$ cat src/rtl/reg_shift_sequencer_pkg.sv
// Shared ISA definitions for the register-specified shift sequencer:
// shift-type encodings, operand widths and sequencer state encodings.
package reg_shift_sequencer_pkg;

  localparam int LEN_ADDRESS      = 32;
  localparam int LEN_SHIFT_AMOUNT = 8;
  localparam int LEN_COUNT        = 6;

  localparam logic [1:0] STATE_LSL_SHIFT = 2'b00;
  localparam logic [1:0] STATE_LSR_SHIFT = 2'b01;
  localparam logic [1:0] STATE_ASR_SHIFT = 2'b10;
  localparam logic [1:0] STATE_ROR_SHIFT = 2'b11;

  typedef enum logic [1:0] {
    SEQ_IDLE  = 2'd0,
    SEQ_SHIFT = 2'd1,
    SEQ_DONE  = 2'd2
  } seq_state_t;

  // Bit positions the datapath must actually move; ROR wraps modulo 32.
  function automatic logic [LEN_COUNT-1:0] eff_count(
    input logic [1:0]                  shift_type,
    input logic [LEN_SHIFT_AMOUNT-1:0] amount
  );
    if (shift_type == STATE_ROR_SHIFT) return {1'b0, amount[4:0]};
    if (amount > 8'd32) return 6'd32;
    return amount[LEN_COUNT-1:0];
  endfunction

endpackage

$ cat src/rtl/reg_shift_sequencer_shift_step.sv
// Combinational partial shifter: moves value by k (0..32) positions of the
// selected type and reports the last bit shifted out.
module shift_step
  import reg_shift_sequencer_pkg::*;
(
  input  logic [LEN_ADDRESS-1:0] value_i,
  input  logic [1:0]             type_i,
  input  logic [LEN_COUNT-1:0]   k_i,
  input  logic                   carry_i,
  output logic [LEN_ADDRESS-1:0] value_o,
  output logic                   carry_o
);

  logic [2*LEN_ADDRESS-1:0] wide;

  // Shifting inside a 64-bit window keeps k = 32 well defined for every type.
  always_comb begin
    wide    = '0;
    value_o = value_i;
    carry_o = carry_i;
    if (k_i != '0) begin
      case (type_i)
        STATE_LSL_SHIFT: begin
          wide    = {32'b0, value_i} << k_i;
          value_o = wide[31:0];
          carry_o = wide[32];
        end
        STATE_LSR_SHIFT: begin
          wide    = {value_i, 32'b0} >> k_i;
          value_o = wide[63:32];
          carry_o = wide[31];
        end
        STATE_ASR_SHIFT: begin
          wide    = 64'($signed({value_i, 32'b0}) >>> k_i);
          value_o = wide[63:32];
          carry_o = wide[31];
        end
        default: begin
          wide    = {value_i, value_i} >> k_i;
          value_o = wide[31:0];
          carry_o = wide[31];
        end
      endcase
    end
  end

endmodule

$ cat src/rtl/reg_shift_sequencer.sv
// Multi-cycle register-specified shift controller: latches operands on start,
// shifts up to STEP positions per cycle, then applies ARM boundary overrides.
//
//   state     | meaning
//   SEQ_IDLE  | waiting for start; outputs hold last result
//   SEQ_SHIFT | partial shifts in progress, rem positions left
//   SEQ_DONE  | shifting finished; next edge publishes result and done
module reg_shift_sequencer
  import reg_shift_sequencer_pkg::*;
#(
  parameter int STEP = 4
) (
  input  logic                   clk,
  input  logic                   rst,
  input  logic                   start,
  input  logic                   flush,
  input  logic [1:0]             shift_type,
  input  logic [LEN_ADDRESS-1:0] rm_val,
  input  logic [LEN_ADDRESS-1:0] rs_val,
  input  logic                   carry_in,
  output logic [LEN_ADDRESS-1:0] result,
  output logic                   carry_out,
  output logic                   busy,
  output logic                   done
);

  localparam logic [LEN_COUNT-1:0] STEP_C = LEN_COUNT'(STEP);

  seq_state_t                  state_q, state_d;
  logic [1:0]                  type_q, type_d;
  logic [LEN_SHIFT_AMOUNT-1:0] amt_q, amt_d;
  logic [LEN_ADDRESS-1:0]      rm_q, rm_d;
  logic                        cin_q, cin_d;
  logic [LEN_ADDRESS-1:0]      val_q, val_d;
  logic                        car_q, car_d;
  logic [LEN_COUNT-1:0]        rem_q, rem_d;
  logic [LEN_ADDRESS-1:0]      result_q, result_d;
  logic                        carry_q, carry_d;
  logic                        busy_q, busy_d;
  logic                        done_q, done_d;

  logic [LEN_COUNT-1:0]        step_k;
  logic [LEN_COUNT-1:0]        start_n;
  logic [LEN_ADDRESS-1:0]      step_val;
  logic                        step_car;
  logic [LEN_ADDRESS-1:0]      fin_val;
  logic                        fin_car;
  logic                        rs_unused;

  assign rs_unused = ^rs_val[LEN_ADDRESS-1:LEN_SHIFT_AMOUNT];
  assign step_k    = (rem_q < STEP_C) ? rem_q : STEP_C;
  assign start_n   = eff_count(shift_type, rs_val[LEN_SHIFT_AMOUNT-1:0]);

  shift_step u_shift_step (
    .value_i (val_q),
    .type_i  (type_q),
    .k_i     (step_k),
    .carry_i (car_q),
    .value_o (step_val),
    .carry_o (step_car)
  );

  // Amounts the clamped datapath cannot express exactly are fixed up here.
  always_comb begin
    fin_val = val_q;
    fin_car = car_q;
    if (amt_q == '0) begin
      fin_val = rm_q;
      fin_car = cin_q;
    end else begin
      case (type_q)
        STATE_LSL_SHIFT: begin
          if (amt_q > 8'd32) begin
            fin_val = '0;
            fin_car = 1'b0;
          end else if (amt_q == 8'd32) begin
            fin_val = '0;
            fin_car = rm_q[0];
          end
        end
        STATE_LSR_SHIFT: begin
          if (amt_q > 8'd32) begin
            fin_val = '0;
            fin_car = 1'b0;
          end else if (amt_q == 8'd32) begin
            fin_val = '0;
            fin_car = rm_q[31];
          end
        end
        STATE_ASR_SHIFT: begin
          if (amt_q >= 8'd32) begin
            fin_val = {LEN_ADDRESS{rm_q[31]}};
            fin_car = rm_q[31];
          end
        end
        default: begin
          if (amt_q[4:0] == 5'd0) begin
            fin_val = rm_q;
            fin_car = rm_q[31];
          end
        end
      endcase
    end
  end

  always_comb begin
    state_d  = state_q;
    type_d   = type_q;
    amt_d    = amt_q;
    rm_d     = rm_q;
    cin_d    = cin_q;
    val_d    = val_q;
    car_d    = car_q;
    rem_d    = rem_q;
    result_d = result_q;
    carry_d  = carry_q;
    done_d   = 1'b0;
    case (state_q)
      SEQ_IDLE: begin
        if (start && !flush) begin
          type_d  = shift_type;
          amt_d   = rs_val[LEN_SHIFT_AMOUNT-1:0];
          rm_d    = rm_val;
          cin_d   = carry_in;
          val_d   = rm_val;
          car_d   = carry_in;
          rem_d   = start_n;
          state_d = (start_n == '0) ? SEQ_DONE : SEQ_SHIFT;
        end
      end
      SEQ_SHIFT: begin
        if (flush) begin
          state_d = SEQ_IDLE;
        end else begin
          val_d = step_val;
          car_d = step_car;
          rem_d = rem_q - step_k;
          if (rem_q <= STEP_C) state_d = SEQ_DONE;
        end
      end
      SEQ_DONE: begin
        state_d = SEQ_IDLE;
        if (!flush) begin
          result_d = fin_val;
          carry_d  = fin_car;
          done_d   = 1'b1;
        end
      end
      default: state_d = SEQ_IDLE;
    endcase
    busy_d = (state_d != SEQ_IDLE);
  end

  always_ff @(posedge clk or negedge rst) begin
    if (!rst) begin
      state_q  <= SEQ_IDLE;
      type_q   <= STATE_LSL_SHIFT;
      amt_q    <= '0;
      rm_q     <= '0;
      cin_q    <= 1'b0;
      val_q    <= '0;
      car_q    <= 1'b0;
      rem_q    <= '0;
      result_q <= '0;
      carry_q  <= 1'b0;
      busy_q   <= 1'b0;
      done_q   <= 1'b0;
    end else begin
      state_q  <= state_d;
      type_q   <= type_d;
      amt_q    <= amt_d;
      rm_q     <= rm_d;
      cin_q    <= cin_d;
      val_q    <= val_d;
      car_q    <= car_d;
      rem_q    <= rem_d;
      result_q <= result_d;
      carry_q  <= carry_d;
      busy_q   <= busy_d;
      done_q   <= done_d;
    end
  end

  assign result    = result_q;
  assign carry_out = carry_q;
  assign busy      = busy_q;
  assign done      = done_q;

endmodule
$ cat config.mk
export PLATFORM = sky130hd
export DESIGN_NAME = reg_shift_sequencer
export DESIGN_NICKNAME = d
export VERILOG_FILES = /design/src/rtl/reg_shift_sequencer_pkg.sv /design/src/rtl/reg_shift_sequencer_shift_step.sv /design/src/rtl/reg_shift_sequencer.sv
export SDC_FILE = /design/constraint.sdc
export NUM_CORES = 1
export LEC_CHECK = 0
export CAP_MARGIN = 15
export CORE_AREA = 2 2 173 175
export DETAILED_ROUTE_END_ITERATION = 10
export DIE_AREA = 0 0 175 177
export GPL_TIMING_DRIVEN = 1
export SYNTH_ARGS = -nofsm -noshare
export SYNTH_HDL_FRONTEND = slang
export SYNTH_HIERARCHICAL = 1
export SYNTH_SLANG_ARGS = --single-unit
$ cat constraint.sdc
create_clock -name clk -period 4.35 [get_ports clk]
set_clock_uncertainty 0.15 [all_clocks]
set_input_delay 0.87 -clock clk [delete_from_list [all_inputs] [get_ports clk]]
set_output_delay 0.87 -clock clk [all_outputs]
set_load 0.005 [all_outputs]
==> run_results.csv, run 1 <==
group,metric,value,unit
run,cap_violations,0,
place,globalplace.congestion,1.026,
synth,synth_area,11430,µm²
pwr,peakVddDrop,0.3908,mV
setup_path,reg2reg_slack,330,ps
setup_path,crit_start,"rem_q[4]",
drt,drt_iter0_drc,1435,
sta,final-hold-violation-count,0,
setup_path,crit_type,"reg2reg",
status,status,"finished, final reports clean",
setup_path,crit_arrival,4150,ps
place,dp.cells,1784,
setup_path,critPathCaptureType,"flip-flop",
floorplanning,rows,63,
drt,vias_per_cell,6.504,
global_routing,track_usage,32.02,%
sta,period_share,92.45,%
clock_network,clockRootBuffer,"clkbuf_16",
sta,finalSetupViolCount,0,
floorplanning,io-pin-count,106,
sta,rsz0062_at_grt,"false",
floorplanning,fp.dieW,175,µm
sta,slew_headroom,44.55,%
sta,finalSetupTns,0,ps
clock_network,cts_resized,0,
setup_path,r2r_end,"val_q[7]",
drt,ant_nets,0,
layout,final_cells,1816,
drt,first_pass_iters,6,
setup_path,cp.depth,14,
clock_network,cts_hold_buffers,0,
clock_network,cts_tree,"built",
sta,slew_viol_final,0,
clock_network,clk_latency,430,ps
floorplanning,start_util,39.10,%
drt,drt-total-wl,49250,µm
layout,nNetsFinal,1485,
synth,avgSynthCellArea,8.426,µm²
setup_path,worstPathCellList,"nor4_1, buf_4, and2_4, buf_12, buf_4, mux4_2, mux2_2, mux2i_1, o21ai_0, o21ai_0, a31oi_1, buf_4, mux2i_1, o21ai_0",
clock_network,ctsLongestPathBuffers,2,
layout,n_fill_cell,2879,
setup_path,start_kind,"flip-flop",
sta,tightest_slew,827.2,ps
floorplanning,coreArea,29240,µm²
layout,area_growth_syn_to_layout,16.91,%
synth,ys_ff_latch,119,
setup_path,crit_path_top_delay_cell,"mux4_2",
sta,period_minus_slack,4022,ps
drt,drc,0,
global_routing,first_global_vias,11550,
synth,ys_warn_count,6,
setup_path,reg2regPathDepth,14,
drt,vias,11810,
sta,whs,317.7,ps
setup_path,crit_required,4480,ps
synth,synth-edff-count,0,
clock_network,cts.sinks,119,
clock_network,path_clk_slew,60,ps
clock_network,cts_setup_buffers,0,
setup_path,endpoint,"val_q[7]",
setup_path,path_max_fanout,18,
place,io_buffers,81,
clock_network,htreeDepth,4,
setup_path,cp_top_family,"multiplexers",
setup_path,path_buf_inv,4,
layout,insertedDiodeCount,0,
pwr,p_total,9.915,mW
synth,synthArstFlopShare,100.0,%
sta,fmax,248.6,MHz
global_routing,antenna_found_initial,0,
global_routing,grt_max_degree,83,
place,dp_slack,376.1,ps
pwr,leakage,5.405,nW
sta,setup_slack,328.2,ps
synth,synth.distinct_cells,84,
layout,final_common_cell,"nand2_1",
pwr,power_density,741.7,nW/µm²
clock_network,cts-buffers-inserted,17,
synth,ys.flop_type,"dfrtp_1",
layout,most-common-layout-cells,"286 x nand2_1, 119 x dfrtp_1, 110 x nor2_1, 96 x mux2i_1, 87 x o21ai_0",
synth,syn_inst,1357,
layout,drive_above_1_share,18.44,%
place,dp_hpwl,36410,µm
setup_path,max_stage_delay,530,ps
global_routing,gr-total-overflow,0,
drt,wl_per_cell,27.12,µm
setup_path,r2r-start,"rem_q[4]",
floorplanning,dieArea,30980,µm²
hold_path,hp-class,"reg2reg",
global_routing,grt_pass1_wl,74070,µm
synth,yosysSeqAreaShare,26.04,%
floorplanning,die_h,177,µm
## final cells by class
cell class                 count  area [µm²]  area share [%]
tap                          390       488.0           3.650
timing repair buffer         153        1449           10.84
sequential                   119        2978           22.28
multi-input combinational   1110        7839           58.64
clock buffer                  17       425.4           3.182
inverter                      12       46.29          0.3463
clock inverter                15       142.6           1.067
## synthesized netlist by cell type, drive strengths merged (17+ instances only)
master  count  area share (%)
clkbuf     70             2.3
nor3       59             2.6
a21oi      61             2.7
o31ai      37             2.8
dfrtp     119              26
o22ai      18            0.98
o21ai      89             3.9
mux2i      96             8.4
mux4       62              12
a211oi     17             1.2
nor2      125             4.6
mux2       52             5.1
nand2     286             9.4
buf        53             3.3
## cells by family after synthesis
group	Yosys count	synth area share, %
AND/OR/NAND/NOR	539	20.56
adder cells (fa/ha/maj)	1	0.1094
other	2	0.06568
multiplexers	210	25.93
AO/OA/AOI/OAI	351	21.29
buffers and inverters	135	5.996
flip-flops	119	26.04
## worst min path at each step
stage	start	end	slack (ps)	cells after the start
2_1_floorplan	cin_q	cin_q	290	2
3_3_place_gp	cin_q	cin_q	300	2
5_1_grt	cin_q	cin_q	350	2
6_report	cin_q	cin_q	320	2
3_5_place_dp	cin_q	cin_q	310	2
4_1_cts	cin_q	cin_q	320	2
## where the power goes
group	switching, mW	leakage, nW	internal, mW
Combinational	3.58	3.61	2.64
Sequential	0.822	1.52	1.50
Clock	0.570	0.269	0.796
Total	4.97	5.41	4.94
## routing by layer
metal	up-vias	track usage (%)	routed length [µm]
li1	5156	-	-
met2	694	48.95	21420
met4	0	15.14	2630
met5	-	0	0
met3	143	6.916	4679
met1	5819	43.31	20520
## worst reg2reg max path, stage by stage (launching register included)
cell     delay [ps]
dfrtp_1         450
nor4_1          300
buf_4           200
and2_4          260
buf_12          200
buf_4           250
mux4_2          530
mux2_2          330
mux2i_1         320
o21ai_0         120
o21ai_0         180
a31oi_1         210
buf_4           200
mux2i_1         120
o21ai_0          80
## through the flow
step                      instance area [µm²]  util [%]
after floorplan                         11460         -
after global placement                  12800     43.77
after detailed placement                12800     43.77
after CTS                               13370     45.71
after global routing                    13370     45.71
final                                   13370     45.71
## sequential cells by signal (all words and copies together) (netlist names), 2 cells and up
signal and count:
rm_q 32, amt_q 8, val_q 32, rem_q 6
result 32, type_q 2, state_q 2
Note: power is estimated with default switching activity, not from simulation.
==> run 2: changes to the inputs <==
--- a/config.mk
+++ b/config.mk
@@ -7,6 +7,7 @@
 export LEC_CHECK = 0
 export CAP_MARGIN = 15
 export CORE_AREA = 2 2 173 175
+export CTS_BUF_LIST = sky130_fd_sc_hd__clkbuf_2 sky130_fd_sc_hd__clkbuf_4 sky130_fd_sc_hd__clkbuf_8
 export DETAILED_ROUTE_END_ITERATION = 10
 export DIE_AREA = 0 0 175 177
 export GPL_TIMING_DRIVEN = 1
==> run 2 against run 1 <==
Clock power decreased by 29%; critical path depth unchanged; critical path type unchanged; non-clock buffer count did not move; highest routed layer unchanged; combinational power hardly changed; worst setup slack worse by 15 ps; total power down 4.0%.
==> run_results.csv, run 2 (same netlist as run 1, synthesis figures left out) <==
group,metric,value,unit
layout,most-common-layout-cells,"286 x nand2_1, 119 x dfrtp_1, 110 x nor2_1, 96 x mux2i_1, 87 x o21ai_0",
sta,tightest_slew,826.0,ps
floorplanning,coreArea,29240,µm²
place,dp.cells,1784,
setup_path,path_buf_inv,4,
layout,nNetsFinal,1485,
pwr,peakVddDrop,0.3031,mV
clock_network,cts_setup_buffers,0,
clock_network,path_clk_slew,80,ps
pwr,p_total,9.521,mW
global_routing,grt_max_degree,83,
sta,finalSetupViolCount,0,
drt,vias_per_cell,6.498,
drt,vias,11800,
clock_network,cts_hold_buffers,0,
layout,final_common_cell,"nand2_1",
layout,insertedDiodeCount,0,
place,globalplace.congestion,1.026,
global_routing,grt_pass1_wl,73990,µm
sta,slew_headroom,44.64,%
layout,multi_input_area,7839,µm²
pwr,power_density,722.6,nW/µm²
drt,wl_per_cell,27.09,µm
sta,whs,298.5,ps
sta,slew_viol_final,0,
setup_path,crit_path_top_delay_cell,"mux4_2",
setup_path,crit_arrival,4210,ps
status,status,"finished, final reports clean",
place,io_buffers,81,
floorplanning,dieArea,30980,µm²
floorplanning,start_util,39.10,%
clock_network,htreeDepth,4,
setup_path,start_kind,"flip-flop",
floorplanning,io-pin-count,106,
sta,final-hold-violation-count,0,
place,dp_hpwl,36410,µm
hold_path,hp-class,"in2async",
sta,rsz0062_at_grt,"false",
sta,period_share,92.79,%
setup_path,crit_required,4520,ps
drt,drc,0,
clock_network,cts_tree,"built",
clock_network,clockRootBuffer,"clkbuf_8",
setup_path,cp_top_family,"multiplexers",
setup_path,path_max_fanout,18,
floorplanning,fp.dieW,175,µm
clock_network,ctsLongestPathBuffers,2,
clock_network,clk_latency,470,ps
pwr,leakage,5.318,nW
sta,fmax,247.7,MHz
layout,final_cell_area,13180,µm²
layout,n_fill_cell,2905,
drt,first_pass_iters,5,
layout,regArea,2978,µm²
clock_network,cts-buffers-inserted,17,
global_routing,antenna_found_initial,0,
floorplanning,die_h,177,µm
setup_path,crit_type,"reg2reg",
layout,final_cells,1816,
setup_path,critPathCaptureType,"flip-flop",
drt,ant_nets,0,
global_routing,gr-total-overflow,0,
clock_network,cts_resized,0,
run,cap_violations,0,
global_routing,track_usage,32.00,%
layout,drive_above_1_share,18.44,%
place,placed_area,12800,µm²
sta,period_minus_slack,4037,ps
drt,drt-total-wl,49200,µm
layout,area_growth_syn_to_layout,15.23,%
clock_network,cts.sinks,119,
setup_path,worstPathCellList,"nor4_1, buf_4, and2_4, buf_12, buf_4, mux4_2, mux2_2, mux2i_1, o21ai_0, o21ai_0, a31oi_1, buf_4, mux2i_1, o21ai_0",
setup_path,max_stage_delay,530,ps
drt,drt_iter0_drc,1380,
floorplanning,rows,63,
global_routing,first_global_vias,11540,
sta,finalSetupTns,0,ps
## run 2: power by group
part           internal (mW)  total (mW)  switching, mW
clock                  0.461       0.979          0.518
sequential              1.50        2.32          0.821
combinational           2.64        6.22           3.58
## run 2: final timing paths
| path | start | to | slack, ps | cells after the start |
|---|---|---|---|---|
| max in group asynchronous | rst | rm_q[2] | 2940 | 2 |
| max | rem_q[4] | val_q[7] | 310 | 14 |
| min in group clk | cin_q | cin_q | 320 | 2 |
| max reg2reg | rem_q[4] | val_q[7] | 310 | 14 |
| min | rst | state_q[1] | 300 | 1 |
| min reg2reg | cin_q | cin_q | 320 | 2 |
## run 2: final cells by class
class,instances,share of cell area (%)
sequential,119,22.60
timing repair buffer,153,11.00
inverter,12,0.3513
clock buffer,17,1.776
clock inverter,15,1.083
tap,390,3.703
multi-input combinational,1110,59.49
## run 2: through the flow
step / utilization (%) / setup slack, ps
after floorplan: - / 778.2
final: 45.06 / 313.5
after global routing: 45.06 / 188.9
after CTS: 45.06 / 370.3
after detailed placement: 43.77 / 376.1
after global placement: 43.77 / 432.2
## run 2: worst register-to-register path, delay by kind of cell (launching register included)
kind	cells	cell delay, ps
compound gates	4	590
buf+inv	4	840
flops	1	450
mux	4	1320
simple gates	2	560
## run 2: per-layer routing
metal  part of all wire [%]  track usage [%]  vias up  wire, µm
met1                     41            43.23     5825     20220
met4                    5.7            15.42        0      2782
met3                    9.5            7.152      146      4686
met5                      0                0        -         0
li1                       -                -     5161         -
met2                     44            48.65      668     21510
==> run 3: changes to the inputs <==
--- a/config.mk
+++ b/config.mk
@@ -6,11 +6,14 @@
 export NUM_CORES = 1
 export LEC_CHECK = 0
 export CAP_MARGIN = 15
+export CELL_PAD_IN_SITES_DETAIL_PLACEMENT = 1
+export CELL_PAD_IN_SITES_GLOBAL_PLACEMENT = 1
 export CORE_AREA = 2 2 173 175
 export CTS_BUF_LIST = sky130_fd_sc_hd__clkbuf_2 sky130_fd_sc_hd__clkbuf_4 sky130_fd_sc_hd__clkbuf_8
 export DETAILED_ROUTE_END_ITERATION = 10
 export DIE_AREA = 0 0 175 177
 export GPL_TIMING_DRIVEN = 1
+export PLACE_DENSITY_LB_ADDON = 0.1
 export SYNTH_ARGS = -nofsm -noshare
 export SYNTH_HDL_FRONTEND = slang
 export SYNTH_HIERARCHICAL = 1
==> run 3 against run 2 <==
Final cell count is 0.28% lower; final area hardly changed; die area stayed put; clock-buffer cell count is 4 higher.
==> run_results.csv, run 3 (same netlist as run 1, synthesis figures left out) <==
group,metric,value,unit
setup_path,crit_required,4580,ps
clock_network,ctsLongestPathBuffers,2,
place,dp_hpwl,38120,µm
sta,period_share,93.78,%
pwr,power_density,740.5,nW/µm²
sta,rsz0062_at_grt,"false",
sta,period_minus_slack,4079,ps
floorplanning,fp.dieW,175,µm
setup_path,max_stage_delay,540,ps
place,dp.cells,1778,
floorplanning,dieArea,30980,µm²
clock_network,cts_setup_buffers,0,
setup_path,worstPathCellList,"nor4_2, buf_4, clkinv_2, buf_12, buf_4, nor2b_1, nand2_1, a21oi_1, a221o_1, a21oi_1, a22oi_1, mux2i_1, o21ai_0",
setup_path,path_max_fanout,27,
floorplanning,rows,63,
sta,final-hold-violation-count,0,
floorplanning,start_util,39.10,%
pwr,p_sw_share,51.70,%
clock_network,clockRootBuffer,"clkbuf_8",
setup_path,crit_arrival,4310,ps
sta,tightest_slew,1119,ps
place,io_buffers,81,
hold_path,hp-class,"in2async",
pwr,clkPwrFrac,11.3,%
setup_path,r2r-start,"rem_q[4]",
clock_network,cts_hold_buffers,0,
sta,slew_headroom,25.27,%
drt,drt-total-wl,52630,µm
global_routing,first_global_vias,11950,
pwr,comb_power_share,63.8,%
clock_network,path_clk_slew,80,ps
setup_path,cp_top_family,"compound AO/OA/AOI/OAI gates",
setup_path,path_buf_inv,4,
global_routing,grt_pass1_wl,79210,µm
drt,vias_per_cell,6.645,
setup_path,critPathCaptureType,"flip-flop",
pwr,p_seq_share,24.9,%
clock_network,htreeDepth,4,
pwr,peakVddDrop,0.3089,mV
global_routing,track_usage,34.26,%
setup_path,start_kind,"flip-flop",
layout,most-common-layout-cells,"286 x nand2_1, 119 x dfrtp_1, 110 x nor2_1, 96 x mux2i_1, 87 x o21ai_0",
floorplanning,die_h,177,µm
setup_path,crit_path_top_delay_cell,"nor4_2",
pwr,leakage,5.309,nW
clock_network,cts-buffers-inserted,17,
setup_path,crit_start,"rem_q[4]",
drt,first_pass_iters,5,
setup_path,crit_type,"reg2reg",
floorplanning,io-pin-count,106,
run,cap_violations,0,
drt,drc,0,
global_routing,antenna_found_initial,2,
global_routing,grt_max_degree,83,
status,status,"finished, final reports clean",
clock_network,cts.sinks,119,
drt,vias,12040,
layout,drive_above_1_share,18.30,%
drt,drt_iter0_drc,1422,
layout,area_growth_syn_to_layout,15.12,%
sta,finalSetupTns,0,ps
clock_network,cts_tree,"built",
sta,slew_viol_final,0,
layout,nNetsFinal,1480,
drt,wl_per_cell,29.06,µm
clock_network,clk_latency,470,ps
pwr,p_int,4.709,mW
floorplanning,coreArea,29240,µm²
layout,final_common_cell,"nand2_1",
layout,insertedDiodeCount,0,
pwr,p_switching,5.040,mW
place,globalplace.congestion,0.9916,
sta,fmax,245.1,MHz
layout,final_cells,1811,
sta,finalSetupViolCount,0,
drt,ant_nets,0,
global_routing,gr-total-overflow,0,
-- run 3: changes by cell type in the layout (fill, tap and decap cells not counted), moves of 2 or more --
cell and delta:
bufinv_16 +2, buf_12 -3, buf_4 -3, inv_6 -5, clkbuf_4 +2, clkbuf_8 +2
-- run 3: routing by layer --
layer	wire length [µm]	vias up	part of all wire, %	track usage [%]
li1	-	5134	-	-
met4	2796	4	5.3	17.33
met1	23220	6069	44	49.22
met2	22260	680	42	49.37
met3	4337	148	8.2	5.992
met5	19	-	0.036	0
-- run 3: repair_timing --
action | 4_1_cts | 5_1_grt
gates resized for setup | 0 | 4
endpoints found under the hold margin | 0 | 0
endpoints found under the setup margin | 0 | 1
-- run 3: power groups by stage --
stage | registers, mW | clock network (mW) | logic (mW)
floorplan | 1.87 | 0 | 4.03
global placement | 2.37 | 0 | 5.87
detailed placement | 2.38 | 0 | 5.94
CTS | 2.37 | 1.13 | 5.97
global route | 2.46 | 1.18 | 6.57
finish | 2.43 | 1.10 | 6.22
-- run 3: through the flow --
stage | power [mW] | instance area (µm²) | util, % | hold slack [ps] | setup WS (ps)
3_5_place_dp | 8.326 | 12710 | 43.47 | 314.0 | 179.4
5_1_grt | 10.21 | 13160 | 45.01 | 356.0 | 113.3
3_3_place_gp | 8.236 | 12710 | 43.47 | 309.4 | 194.9
6_report | 9.748 | 13160 | 45.01 | 318.8 | 270.5
2_1_floorplan | 5.905 | 11460 | - | 288.8 | 778.2
4_1_cts | 9.468 | 13140 | 44.92 | 332.1 | 157.6
-- run 3: worst paths after layout --
| path | endpoint | slack [ps] | cells past startpoint |
|---|---|---|---|
| setup / recovery | val_q[27] | 270 | 13 |
| hold / removal | result[10] | 320 | 1 |
| setup reg to reg | val_q[27] | 270 | 13 |
| hold reg to reg | result[20] | 330 | 2 |
| max in group asynchronous | result[27] | 2820 | 2 |
| min in group clk | result[20] | 330 | 2 |
-- run 3: area by class of cell --
class	count	area [µm²]
well taps	390	488.0
clock inverters	11	148.9
multi-input cells	1111	7860
clock buffers	21	276.5
fillers	3435	16080
inverters	12	46.29
flip-flops and latches	119	2978
repair buffers	147	1366
